**config.mk**
```make
export PLATFORM = sky130hd
export DESIGN_NAME = res_gather_port
export DESIGN_NICKNAME = d
export VERILOG_FILES = /design/src/rtl/res_gather_port_pkg.sv /design/src/rtl/res_bank_fifo.sv /design/src/rtl/res_gather_port.sv
export SDC_FILE = /design/constraint.sdc
export NUM_CORES = 2
export LEC_CHECK = 0
export CORE_MARGIN = 5
export CORE_UTILIZATION = 55
export CTS_CLUSTER_SIZE = 28
export DETAILED_ROUTE_END_ITERATION = 8
export PLACE_DENSITY = 0.8
export SYNTH_ARGS = -nofsm -noshare
export SYNTH_HDL_FRONTEND = slang
export SYNTH_HIERARCHICAL = 1
export SYNTH_SLANG_ARGS = --single-unit
```
**constraint.sdc**
```tcl
create_clock -name clk -period 13.25 [get_ports clk]
set_input_delay 3.3125 -clock clk [delete_from_list [all_inputs] [get_ports clk]]
set_output_delay 3.3125 -clock clk [all_outputs]
set_load 0.02 [all_outputs]
```
**src/rtl/res_gather_port_pkg.sv**
```systemverilog
// rtl/res_gather_port_pkg.sv - shared state encoding and geometry helpers for the gather port
package res_gather_port_pkg;

    // Transfer sequencing: RUN issues bank reads, FLUSH drains the remaining beats.
    typedef enum logic [1:0] {
        ST_IDLE  = 2'd0,
        ST_RUN   = 2'd1,
        ST_FLUSH = 2'd2
    } state_e;

    // Banks concatenated into one output beat.
    function automatic int calc_bpb(input int ow, input int bdw);
        return ow / bdw;
    endfunction

    // Number of bank groups a row is split into.
    function automatic int calc_ng(input int nbank, input int bpb);
        return nbank / bpb;
    endfunction

    // Index width that stays legal when there is only one entry.
    function automatic int idx_width(input int n);
        return (n > 1) ? $clog2(n) : 1;
    endfunction

endpackage

```
**src/rtl/res_bank_fifo.sv**
```systemverilog
// rtl/res_bank_fifo.sv - per-bank response FIFO holding returned read data
//
// Ports:
//   clk, rst       clock, asynchronous active-high reset
//   push_i         write push_data_i (caller guarantees not full)
//   pop_i          drop the head entry (caller guarantees not empty)
//   head_o         oldest entry, valid while empty_o is low
//   empty_o/full_o occupancy flags
module res_bank_fifo #(
    parameter int W = 128,
    parameter int D = 4
) (
    input  logic         clk,
    input  logic         rst,
    input  logic         push_i,
    input  logic [W-1:0] push_data_i,
    input  logic         pop_i,
    output logic [W-1:0] head_o,
    output logic         empty_o,
    output logic         full_o
);
    localparam int PW = (D > 1) ? $clog2(D) : 1;
    localparam int CW = $clog2(D + 1);

    logic [W-1:0]  mem_q [D];
    logic [PW-1:0] wr_q;
    logic [PW-1:0] rd_q;
    logic [CW-1:0] cnt_q;

    // D is a power of two, so the pointers wrap by plain overflow.
    always_ff @(posedge clk or posedge rst) begin
        if (rst) begin
            wr_q  <= '0;
            rd_q  <= '0;
            cnt_q <= '0;
        end else begin
            if (push_i) begin
                wr_q <= wr_q + PW'(1);
            end
            if (pop_i) begin
                rd_q <= rd_q + PW'(1);
            end
            case ({push_i, pop_i})
                2'b10:   cnt_q <= cnt_q + CW'(1);
                2'b01:   cnt_q <= cnt_q - CW'(1);
                default: cnt_q <= cnt_q;
            endcase
        end
    end

    // Storage needs no reset; the pointers define what is valid.
    always_ff @(posedge clk) begin
        if (push_i) begin
            mem_q[wr_q] <= push_data_i;
        end
    end

    assign head_o  = mem_q[rd_q];
    assign empty_o = (cnt_q == '0);
    assign full_o  = (cnt_q == CW'(D));

endmodule

```
**src/rtl/res_gather_port.sv**
```systemverilog
// rtl/res_gather_port.sv - reads bank groups row by row and assembles wide output beats
//
// Ports:
//   clk, rst            clock, asynchronous active-high reset
//   start, base_addr,   start a transfer of len beats beginning at row base_addr
//   len
//   bce, braddr         per-bank read strobe and address (bank i in slice i)
//   brdata, brvalid     per-bank read data returns, any latency, in order per bank
//   data_o, out_valid,  assembled beat with valid/ready handshake
//   out_ready
//   busy, done, err     transfer in progress, completion pulse, sticky protocol error
module res_gather_port
    import res_gather_port_pkg::*;
#(
    parameter int NBANK = 8,
    parameter int BDW   = 128,
    parameter int OW    = 256,
    parameter int AW    = 15,
    parameter int LW    = 16,
    parameter int FD    = 4
) (
    input  logic                 clk,
    input  logic                 rst,
    input  logic                 start,
    input  logic [AW-1:0]        base_addr,
    input  logic [LW-1:0]        len,
    output logic [NBANK-1:0]     bce,
    output logic [NBANK*AW-1:0]  braddr,
    input  logic [NBANK*BDW-1:0] brdata,
    input  logic [NBANK-1:0]     brvalid,
    output logic [OW-1:0]        data_o,
    output logic                 out_valid,
    input  logic                 out_ready,
    output logic                 busy,
    output logic                 done,
    output logic                 err
);
    localparam int BPB     = calc_bpb(OW, BDW);
    localparam int NG      = calc_ng(NBANK, BPB);
    localparam int GW      = idx_width(NG);
    localparam int CREDITS = FD * NG;
    localparam int CW      = $clog2(CREDITS + 1);
    localparam int OCW     = $clog2(FD + 1);

    state_e         state_q, state_d;
    logic [LW-1:0]  len_q, len_d;
    logic [LW-1:0]  issued_q, issued_d;
    logic [LW-1:0]  popped_q, popped_d;
    logic [AW-1:0]  row_q, row_d;
    logic [GW-1:0]  ig_q, ig_d;
    logic [GW-1:0]  og_q, og_d;
    logic [CW-1:0]  credit_q, credit_d;
    logic [OCW-1:0] ocnt_q [NBANK];
    logic [OCW-1:0] ocnt_d [NBANK];
    logic           err_q, err_d;
    logic           done_q, done_d;
    logic           resync_q, resync_d;

    logic             issue;
    logic             hs;
    logic             grp_ne;
    logic [NBANK-1:0] issue_mask;
    logic [NBANK-1:0] out_sel;
    logic [NBANK-1:0] resp_ok;
    logic [NBANK-1:0] err_evt;
    logic [NBANK-1:0] fifo_push;
    logic [NBANK-1:0] fifo_pop;
    logic [NBANK-1:0] fifo_empty;
    logic [NBANK-1:0] fifo_full;
    logic [BDW-1:0]   fifo_head [NBANK];
    logic [OW-1:0]    beat;

    for (genvar gi = 0; gi < NBANK; gi++) begin : g_bank
        res_bank_fifo #(
            .W (BDW),
            .D (FD)
        ) u_fifo (
            .clk         (clk),
            .rst         (rst),
            .push_i      (fifo_push[gi]),
            .push_data_i (brdata[gi*BDW +: BDW]),
            .pop_i       (fifo_pop[gi]),
            .head_o      (fifo_head[gi]),
            .empty_o     (fifo_empty[gi]),
            .full_o      (fifo_full[gi])
        );
    end

    // Credits count beats issued but not yet handed out; capping them at
    // FD*NG bounds every bank to FD unconsumed responses because beats are
    // consumed in order and consecutive beats rotate over the groups.
    always_comb begin
        issue      = (state_q == ST_RUN) && (credit_q < CW'(CREDITS));
        issue_mask = '0;
        out_sel    = '0;
        for (int i = 0; i < NBANK; i++) begin
            issue_mask[i] = issue && (GW'(i / BPB) == ig_q);
            out_sel[i]    = (GW'(i / BPB) == og_q);
        end
    end

    always_comb begin
        beat = '0;
        for (int g = 0; g < NG; g++) begin
            if (GW'(g) == og_q) begin
                for (int b = 0; b < BPB; b++) begin
                    beat[b*BDW +: BDW] = fifo_head[g*BPB + b];
                end
            end
        end
        grp_ne    = &(~fifo_empty | ~out_sel);
        out_valid = (state_q != ST_IDLE) && grp_ne;
        hs        = out_valid && out_ready;
        fifo_pop  = hs ? out_sel : '0;
    end

    // A response is expected when a read is outstanding or is being issued
    // this very cycle (zero-latency banks). Until the first accepted start
    // after reset, unexpected responses are stragglers from an abandoned
    // transfer and are dropped without flagging an error.
    always_comb begin
        for (int i = 0; i < NBANK; i++) begin
            resp_ok[i]   = (ocnt_q[i] != '0) || issue_mask[i];
            fifo_push[i] = brvalid[i] && resp_ok[i] && !fifo_full[i];
            err_evt[i]   = brvalid[i] && (resp_ok[i] ? fifo_full[i] : !resync_q);
            ocnt_d[i]    = ocnt_q[i];
            case ({issue_mask[i], brvalid[i] && resp_ok[i]})
                2'b10:   ocnt_d[i] = ocnt_q[i] + OCW'(1);
                2'b01:   ocnt_d[i] = ocnt_q[i] - OCW'(1);
                default: ocnt_d[i] = ocnt_q[i];
            endcase
        end
    end

    always_comb begin
        state_d  = state_q;
        len_d    = len_q;
        issued_d = issued_q;
        popped_d = popped_q;
        row_d    = row_q;
        ig_d     = ig_q;
        og_d     = og_q;
        credit_d = credit_q;
        err_d    = err_q;
        done_d   = 1'b0;
        resync_d = resync_q;

        case (state_q)
            ST_IDLE: begin
                if (start) begin
                    err_d    = 1'b0;
                    resync_d = 1'b0;
                    if (len != '0) begin
                        state_d  = ST_RUN;
                        len_d    = len;
                        row_d    = base_addr;
                        ig_d     = '0;
                        og_d     = '0;
                        issued_d = '0;
                        popped_d = '0;
                    end else begin
                        done_d = 1'b1;
                    end
                end
            end
            ST_RUN: begin
                if (issue && (issued_q == len_q - LW'(1))) begin
                    state_d = ST_FLUSH;
                end
            end
            ST_FLUSH: begin
                if (hs && (popped_q == len_q - LW'(1))) begin
                    state_d = ST_IDLE;
                    done_d  = 1'b1;
                end
            end
            default: state_d = ST_IDLE;
        endcase

        if (issue) begin
            issued_d = issued_q + LW'(1);
            if (ig_q == GW'(NG - 1)) begin
                ig_d  = '0;
                row_d = row_q + AW'(1);
            end else begin
                ig_d = ig_q + GW'(1);
            end
        end

        if (hs) begin
            popped_d = popped_q + LW'(1);
            og_d     = (og_q == GW'(NG - 1)) ? '0 : og_q + GW'(1);
        end

        case ({issue, hs})
            2'b10:   credit_d = credit_q + CW'(1);
            2'b01:   credit_d = credit_q - CW'(1);
            default: credit_d = credit_q;
        endcase

        if (|err_evt) begin
            err_d = 1'b1;
        end
    end

    always_ff @(posedge clk or posedge rst) begin
        if (rst) begin
            state_q  <= ST_IDLE;
            len_q    <= '0;
            issued_q <= '0;
            popped_q <= '0;
            row_q    <= '0;
            ig_q     <= '0;
            og_q     <= '0;
            credit_q <= '0;
            err_q    <= 1'b0;
            done_q   <= 1'b0;
            resync_q <= 1'b1;
            for (int i = 0; i < NBANK; i++) begin
                ocnt_q[i] <= '0;
            end
        end else begin
            state_q  <= state_d;
            len_q    <= len_d;
            issued_q <= issued_d;
            popped_q <= popped_d;
            row_q    <= row_d;
            ig_q     <= ig_d;
            og_q     <= og_d;
            credit_q <= credit_d;
            err_q    <= err_d;
            done_q   <= done_d;
            resync_q <= resync_d;
            for (int i = 0; i < NBANK; i++) begin
                ocnt_q[i] <= ocnt_d[i];
            end
        end
    end

    always_comb begin
        bce    = issue_mask;
        braddr = '0;
        for (int i = 0; i < NBANK; i++) begin
            braddr[i*AW +: AW] = issue_mask[i] ? row_q : '0;
        end
    end

    assign data_o = out_valid ? beat : '0;
    assign busy   = (state_q != ST_IDLE);
    assign done   = done_q;
    assign err    = err_q;

endmodule

```
* After elaboration in Yosys (flattened, before gate mapping)
Memories as Yosys holds them, arrays and structs flattened.
Index checks and enable logic that the tools add are counted.
** Word-level totals
- Bits in registers :: 157
- Memory bits (writable) :: 4096
- Input port bits :: 1067
- Output and inout bits :: 388
- Word-level logic and storage cells :: 353
- Memories kept :: 8
** Operators by class
- Add/sub/neg operators :: 56
- $lt $le $gt $ge :: 1
- Eq/ne operators :: 58
- Muxes and demuxes :: 80
- Bitwise operators :: 3
- Reduce and logical (&&, ||, !) cells :: 104
** Memories
- g_bank[0].u_fifo.mem_q :: words 4, width 128, rd ports 1, clocked after Yosys merged registers in 0, wr ports 1, RTL line res_bank_fifo.sv:25 : logic [W-1:0] mem_q [D];
- g_bank[1].u_fifo.mem_q :: words 4, width 128, rd ports 1, clocked after Yosys merged registers in 0, wr ports 1, RTL line res_bank_fifo.sv:25
- g_bank[2].u_fifo.mem_q :: words 4, width 128, rd ports 1, clocked after Yosys merged registers in 0, wr ports 1, RTL line res_bank_fifo.sv:25
- g_bank[3].u_fifo.mem_q :: words 4, width 128, rd ports 1, clocked after Yosys merged registers in 0, wr ports 1, RTL line res_bank_fifo.sv:25
- g_bank[4].u_fifo.mem_q :: words 4, width 128, rd ports 1, clocked after Yosys merged registers in 0, wr ports 1, RTL line res_bank_fifo.sv:25
- g_bank[5].u_fifo.mem_q :: words 4, width 128, rd ports 1, clocked after Yosys merged registers in 0, wr ports 1, RTL line res_bank_fifo.sv:25
- 2 more memories
** Operators by type and width (number)
- two-way mux 256 bit :: 5
- two-way mux 15 bit :: 9
- case mux 3 bit (2 select lines) :: 16
- two-way mux 16 bit :: 5
- nonzero test 2 bit :: 26
- adder 3 x 1 -> 3 bit (second input constant) :: 16
- subtractor 3 x 1 -> 3 bit (second input constant) :: 16
- == test 2 bit (second input constant) :: 20
- adder 2 x 1 -> 2 bit (second input constant) :: 18
- == test 2 x 1 -> 1 bit (second input constant) :: 18
- logical AND 1 bit :: 33
- adder 16 x 1 -> 16 bit (second input constant) :: 2
- == test 16 bit :: 2
- two-way mux 1 bit :: 30
- == test 3 bit (second input constant) :: 8
- logical NOT 3 bit :: 8
- nonzero test 3 bit :: 8
- two-way mux 2 bit :: 11
- NOT 8 bit :: 2
- nonzero test 16 bit :: 1
- subtractor 16 x 1 -> 16 bit (second input constant) :: 1
- adder 15 x 1 -> 15 bit (second input constant) :: 1
- case mux 5 bit (2 select lines) :: 1
- logical NOT 1 bit :: 9
- other kinds (18) :: 36

* Longest topological paths before layout
- Depth after elaboration :: 9
- Gate-level depth with buffers :: 17
- Gate-level depth less buffers :: 15

* Modules after synthesis
The synthesis kept the hierarchy.
** Modules (own cells, without submodules)
- res_bank_fifo :: times used 8, cells each 706, area an instance 18870.6 um2, seq. area each 15549.9 um2
- res_gather_port :: times used 1, cells each 2571, area an instance 15324.7 um2, seq. area each 2528.7 um2

* Least setup slack after synthesis
Ideal clock, no wire load.
- Path type :: in2reg
- Start :: input port brvalid[0]
- End :: memory g_bank[0].u_fifo.mem_q[0][0], enable pin
- Library setup time :: 502 ps
- Arrival :: 6752 ps
- Data required time :: 12748 ps
- Path slack :: 5997 ps
- Cell stages on the path :: 3
- Buffers on the path :: 0
- Path through :: and2_1 nor2b_1 and2_1
** Between the ends
- Cells in the longest elaborated chain, start to end :: 4
** RTL lines
- start: declaration :: RTL line res_gather_port.sv:30 : input logic [NBANK-1:0] brvalid,
- logical AND 1 bit (2 in a row) :: RTL line res_gather_port.sv:124 : fifo_push[i] = brvalid[i] && resp_ok[i] && !fifo_full[i];
- net fifo_push[0] :: RTL line res_gather_port.sv:66 : logic [NBANK-1:0] fifo_push;
- two-way mux 1 bit :: RTL line res_bank_fifo.sv:53 : if (push_i) begin
- two-way mux 1 bit (not written as such) :: RTL line res_bank_fifo.sv:54 : mem_q[wr_q] <= push_data_i;
- end: declaration :: RTL line res_bank_fifo.sv:25
The timed path passes the listed nets, and every way through them passes these cells.

* Worst setup path after layout
- Start :: register og_q[0]
- End :: output port data_o[180]
** Between the ends
- Cells in the longest elaborated chain, start to end :: 6
- Elaborated cells between the ends (all ways) :: 13
- Those cells by class :: eq/ne (3); mux (5); bitwise (2); reduce/logical (3)
** RTL lines
- start: declaration :: RTL line res_gather_port.sv:51 : logic [GW-1:0] og_q, og_d;
- start signal: assignment :: RTL line res_gather_port.sv:229 : og_q <= og_d;
- == test 1 x 2 -> 1 bit, or another cell as far along :: RTL line res_gather_port.sv:98, res_gather_port.sv:105
- NOT 8 bit / two-way mux 256 bit (equally long branches) :: RTL line res_gather_port.sv:111, res_gather_port.sv:105
- OR 8 bit / two-way mux 256 bit (equally long branches) :: RTL line res_gather_port.sv:111, res_gather_port.sv:105
- AND reduction 8 bit / two-way mux 256 bit (equally long branches) :: RTL line res_gather_port.sv:111, res_gather_port.sv:105
- logical AND 1 bit / two-way mux 256 bit (equally long branches) :: RTL line res_gather_port.sv:112, res_gather_port.sv:105
- two-way mux 256 bit * :: RTL line res_gather_port.sv:248 : assign data_o = out_valid ? beat : '0;
- end: declaration :: RTL line res_gather_port.sv:31 : output logic [OW-1:0] data_o,
Mark *: on every way between the ends. The rest lies on a longest branch, timed or not.

==> metrics.md <==
| Metric | Value |
|---|---|
| Status | completed |
| Total grt overflow | 0 |
| Post-Layout Cell Count | about 14,000 |
| Die H | between 500 and 600 um |
| Yosys top cell by area | edfxtp_1 |
| Max Clk Rate | between 100 and 150 MHz |
| HP Class | reg2reg |
| Ys Warns | 6 |
| R2R Path Start | state_q[1] |
| Largest family of logic cells by synthesized area | multiplexers |
| Critical Path Source | og_q[0] |
| Ratio of total power to cell area | 243 nW/um^2 |
| Total Routing Usage GR | 0.326 |
| Sw Ratio | 0.355 |
| Synth unique cells | between 50 and 60 |
| Share of the synthesized area in the top cell type | 0.740 |
| DRT Pass-1 Iters | 6 |
| Skew final | around 110 ps |
| Sum Neg Setup Slack | 0 ps |
| Crit path time final | 9370 ps |
| Antenna viol nets, final | 0 |
| DP Worst Slack | a little over 5000 ps |
| Syn_nets | about 9,400 |
| Min-Delay Startpoint | ocnt_q[23] |
| Seq pwr share | 0.394 |
| Layout Nets | between 10,000 and 15,000 |
| RePlAce Congestion | roughly 0.91 |
| PostCTS Resize Cnt | 0 |
| Internal Power | around 31,000 uW |
| CTS root buffer | clkbuf_16 |
| Post-synth ARST share | 0.0369 |
| Final WL | around 520,000 um |
| CORE AREA | roughly 300,000 um^2 |
| Leak pwr | between 0.06 and 0.07 uW |
| FF+latch area | between 100,000 and 150,000 um^2 |
| Via-per-instance ratio | 6.53 |
| Port bufs | 1,454 |
| Clock transition at path regs | 60 ps |
| Most frequent cell after synthesis | edfxtp_1 |
| Area occupied by multi-input gates | 36,000 um^2 |
| Vias | between 90,000 and 100k |
| Num rows | ~200 |
| Clock tree from TritonCTS | yes |
| Netlist Area Pre-Place | around 170,000 um^2 |
| Slew @ Worst Pin | between 1000 and 1500 ps |
| Post-synthesis simple-gate area fraction | 0.0301 |
| CTS max path bufs | 4 |
| Critical path fanouts, max | 95 |
| Xor and xnor area share after synthesis | 0.00682 |
| Syn-to-layout area delta | 19.3% |
| DIE WIDTH | around 560 um |
| Sequential area share after synthesis | 0.763 |
| Vias in the first global route | 93,200 |
| Sw power | between 15,000 and 20,000 uW |
| TritonCTS Sinks | about 4,300 |
| Final period util | 0.707 |
| Mean area per synthesized cell | 20.2 um^2 |
| Maxcap violations | 0 |
| Max VDD drop | about 260 uV |
| Final Hold Viols | 0 |
| Startpoint Class | flip-flop |
| # IOs | roughly 1,500 |
| Final Setup Violations | 0 |
| Avg WL per Cell | 36.7 um |
| Clock latency on the worst-skew pair | slightly below 1000 ps |
| Initial antenna violation count | 390 |
| Synth Flop Type | edfxtp_1 |
| Detailed Place HPWL | approximately 340,000 um |
| First-pass GRT wire length | roughly 720,000 um |
| CTS Buf Count | between 400 and 500 |
| EDFF count, synth | between 4,000 and 5,000 |
| Combinational cell fraction of total power | 0.361 |
| DRT iter0 DRCs | roughly 14,000 |
| Slew HR | 0.00980 |
| Die area | roughly 310,000 um^2 |
| Critical path endpoint category | primary output |
| CTS Hold Bufs | 0 |
| Pins Over Slew Limit | 0 |
| Setup ws final | ~3900 ps |
| CP required | around 10000 ps |
| Clock share of power | 0.245 |
| Post-synthesis compound-gate area fraction | 0.0318 |
| DR DRC count | 0 |
| Seq cells post-synth | 4,253 |
| Fillers | between 15,000 and 20,000 |
| Cells after Synth | slightly above 8,000 |
| RSZ-0062 raised after global routing | no |
| Setup bufs post-CTS | 0 |
| Post-synth top cells | edfxtp_1, mux4_2, nor2_1 |
| Largest net degree at the start of global routing | ~180 |
| Kind of critical path | reg2out |
| Starting Density | 0.553 |
| Adder-cell share of the synthesized area | 0.00686 |
| Layout cells sized above 1 | 0.179 |
| Crit path DAT | between 6000 and 7000 ps |
| Placed cell count | around 13,000 |
| Htree depth | 5 |
| Synth area leaders | edfxtp_1, mux4_2, dfrtp_1 |
| Post-synthesis mux area share | 0.140 |
-- registers in the layout, summed over array words and instances, names as in the netlist --
register             flops
popped_q                16
g_bank.u_fifo/rd_q      16
ig_q                     2
g_bank.u_fifo/cnt_q     24
row_q                   15
issued_q                16
err                      1
done                     1
len_q                   16
resync_q                 1
g_bank.u_fifo/mem_q   4096
state_q                  2
credit_q                 5
g_bank.u_fifo/wr_q      16
og_q                     2
ocnt_q                  24
-- kinds of logic after synthesis --
logic type | count (synthesis)
flops | 4253
simple gates | 1175
mux | 1045
compound gates | 902
buf+inv | 643
xor+xnor | 120
fa+ha+maj | 81
-- final cells by class --
cell class | instances | area share
flip-flops and latches | 4253 | 0.640
multi-input cells | 3323 | 0.181
repair buffers | 1576 | 0.0798
clock buffers | 511 | 0.0549
well taps | 3958 | 0.0250
clock inverters | 262 | 0.0130
diodes | 273 | 0.00344
inverters | 107 | 0.00204
-- per-layer routing --
layer / routed length (um) / share of wire / track usage / up-vias
met5: 1370 / 0.0026 / 0 / -
met4: 39500 / 0.075 / 0.209 / 208
met3: 66700 / 0.13 / 0.108 / 1533
met2: 252000 / 0.48 / 0.515 / 7242
met1: 163000 / 0.31 / 0.387 / 47700
li1: - / - / - / 36600
-- power by group through the flow --
stage	Sequential (uW)	Combinational (uW)	Clock (uW)
floorplan	18700	10600	0
global placement	18900	17000	0
detailed placement	19100	17200	0
finish	18900	17400	11800
CTS	18900	17400	11800
global route	19100	18100	12500
-- path summary, 6_finish.rpt --
check | endpoint | slack [ps] | depth (start not counted)
setup reg to reg | g_bank[4].u_fifo/mem_q[0][2] | 7480 | 10
setup / recovery | data_o[180] | 3880 | 11
max in group asynchronous | len_q[5] | 8680 | 3
hold / removal | ocnt_q[23] | 470 | 1
hold reg to reg | ocnt_q[23] | 470 | 1
min in group asynchronous | g_bank[6].u_fifo/wr_q[0] | 3080 | 2
-- layout by cell type, fill, tap and decap left out, types with 6 or more instances in the layout --
cell type and n:
nor2b_1 10, clkinv_1 98, ha_1 61, and2_4 32
or4_1 13, a21oi_1 526, clkbuf_1 88, and2_1 12
a22oi_1 257, buf_4 94, clkinv_2 87, mux4_2 1024
edfxtp_1 4096, a211oi_1 8, dfrtp_4 16, and3_1 82
nand2_1 117, nor3_1 18, xnor2_1 52, clkinvlp_4 9
nor2_1 822, clkdlybuf4s50_1 1454, buf_12 28, dfrtp_1 140
inv_16 6, diode_2 273, fa_1 17, mux2i_1 21
bufinv_16 37, o21ai_0 70, nand3_1 24, inv_6 6
nor4_1 9, xor2_1 62, clkbuf_16 421, a31oi_1 7
nand4_1 10, clkinv_4 7, inv_1 104, clkinv_16 11
-- through the flow --
step	area [um^2]	util	hold WS, ps	power (uW)
2_1_floorplan	166000	-	434	29300
3_3_place_gp	184000	0.613	447	35900
3_5_place_dp	184000	0.613	460	36300
4_1_cts	198000	0.658	470	48200
5_1_grt	198000	0.659	486	49700
6_report	198000	0.660	474	48100
-- critical path: stages, from the launching register on --
cell and delay [ps]:
dfrtp_1 470, inv_1 170, ha_4 400, buf_4 700, buf_4 890, buf_4 910
nor2_1 150, a21oi_1 250, nor2_1 80, a21oi_1 210, nor2_1 70, clkdlybuf4s50_1 580
Power figures use the tool's default switching activity.
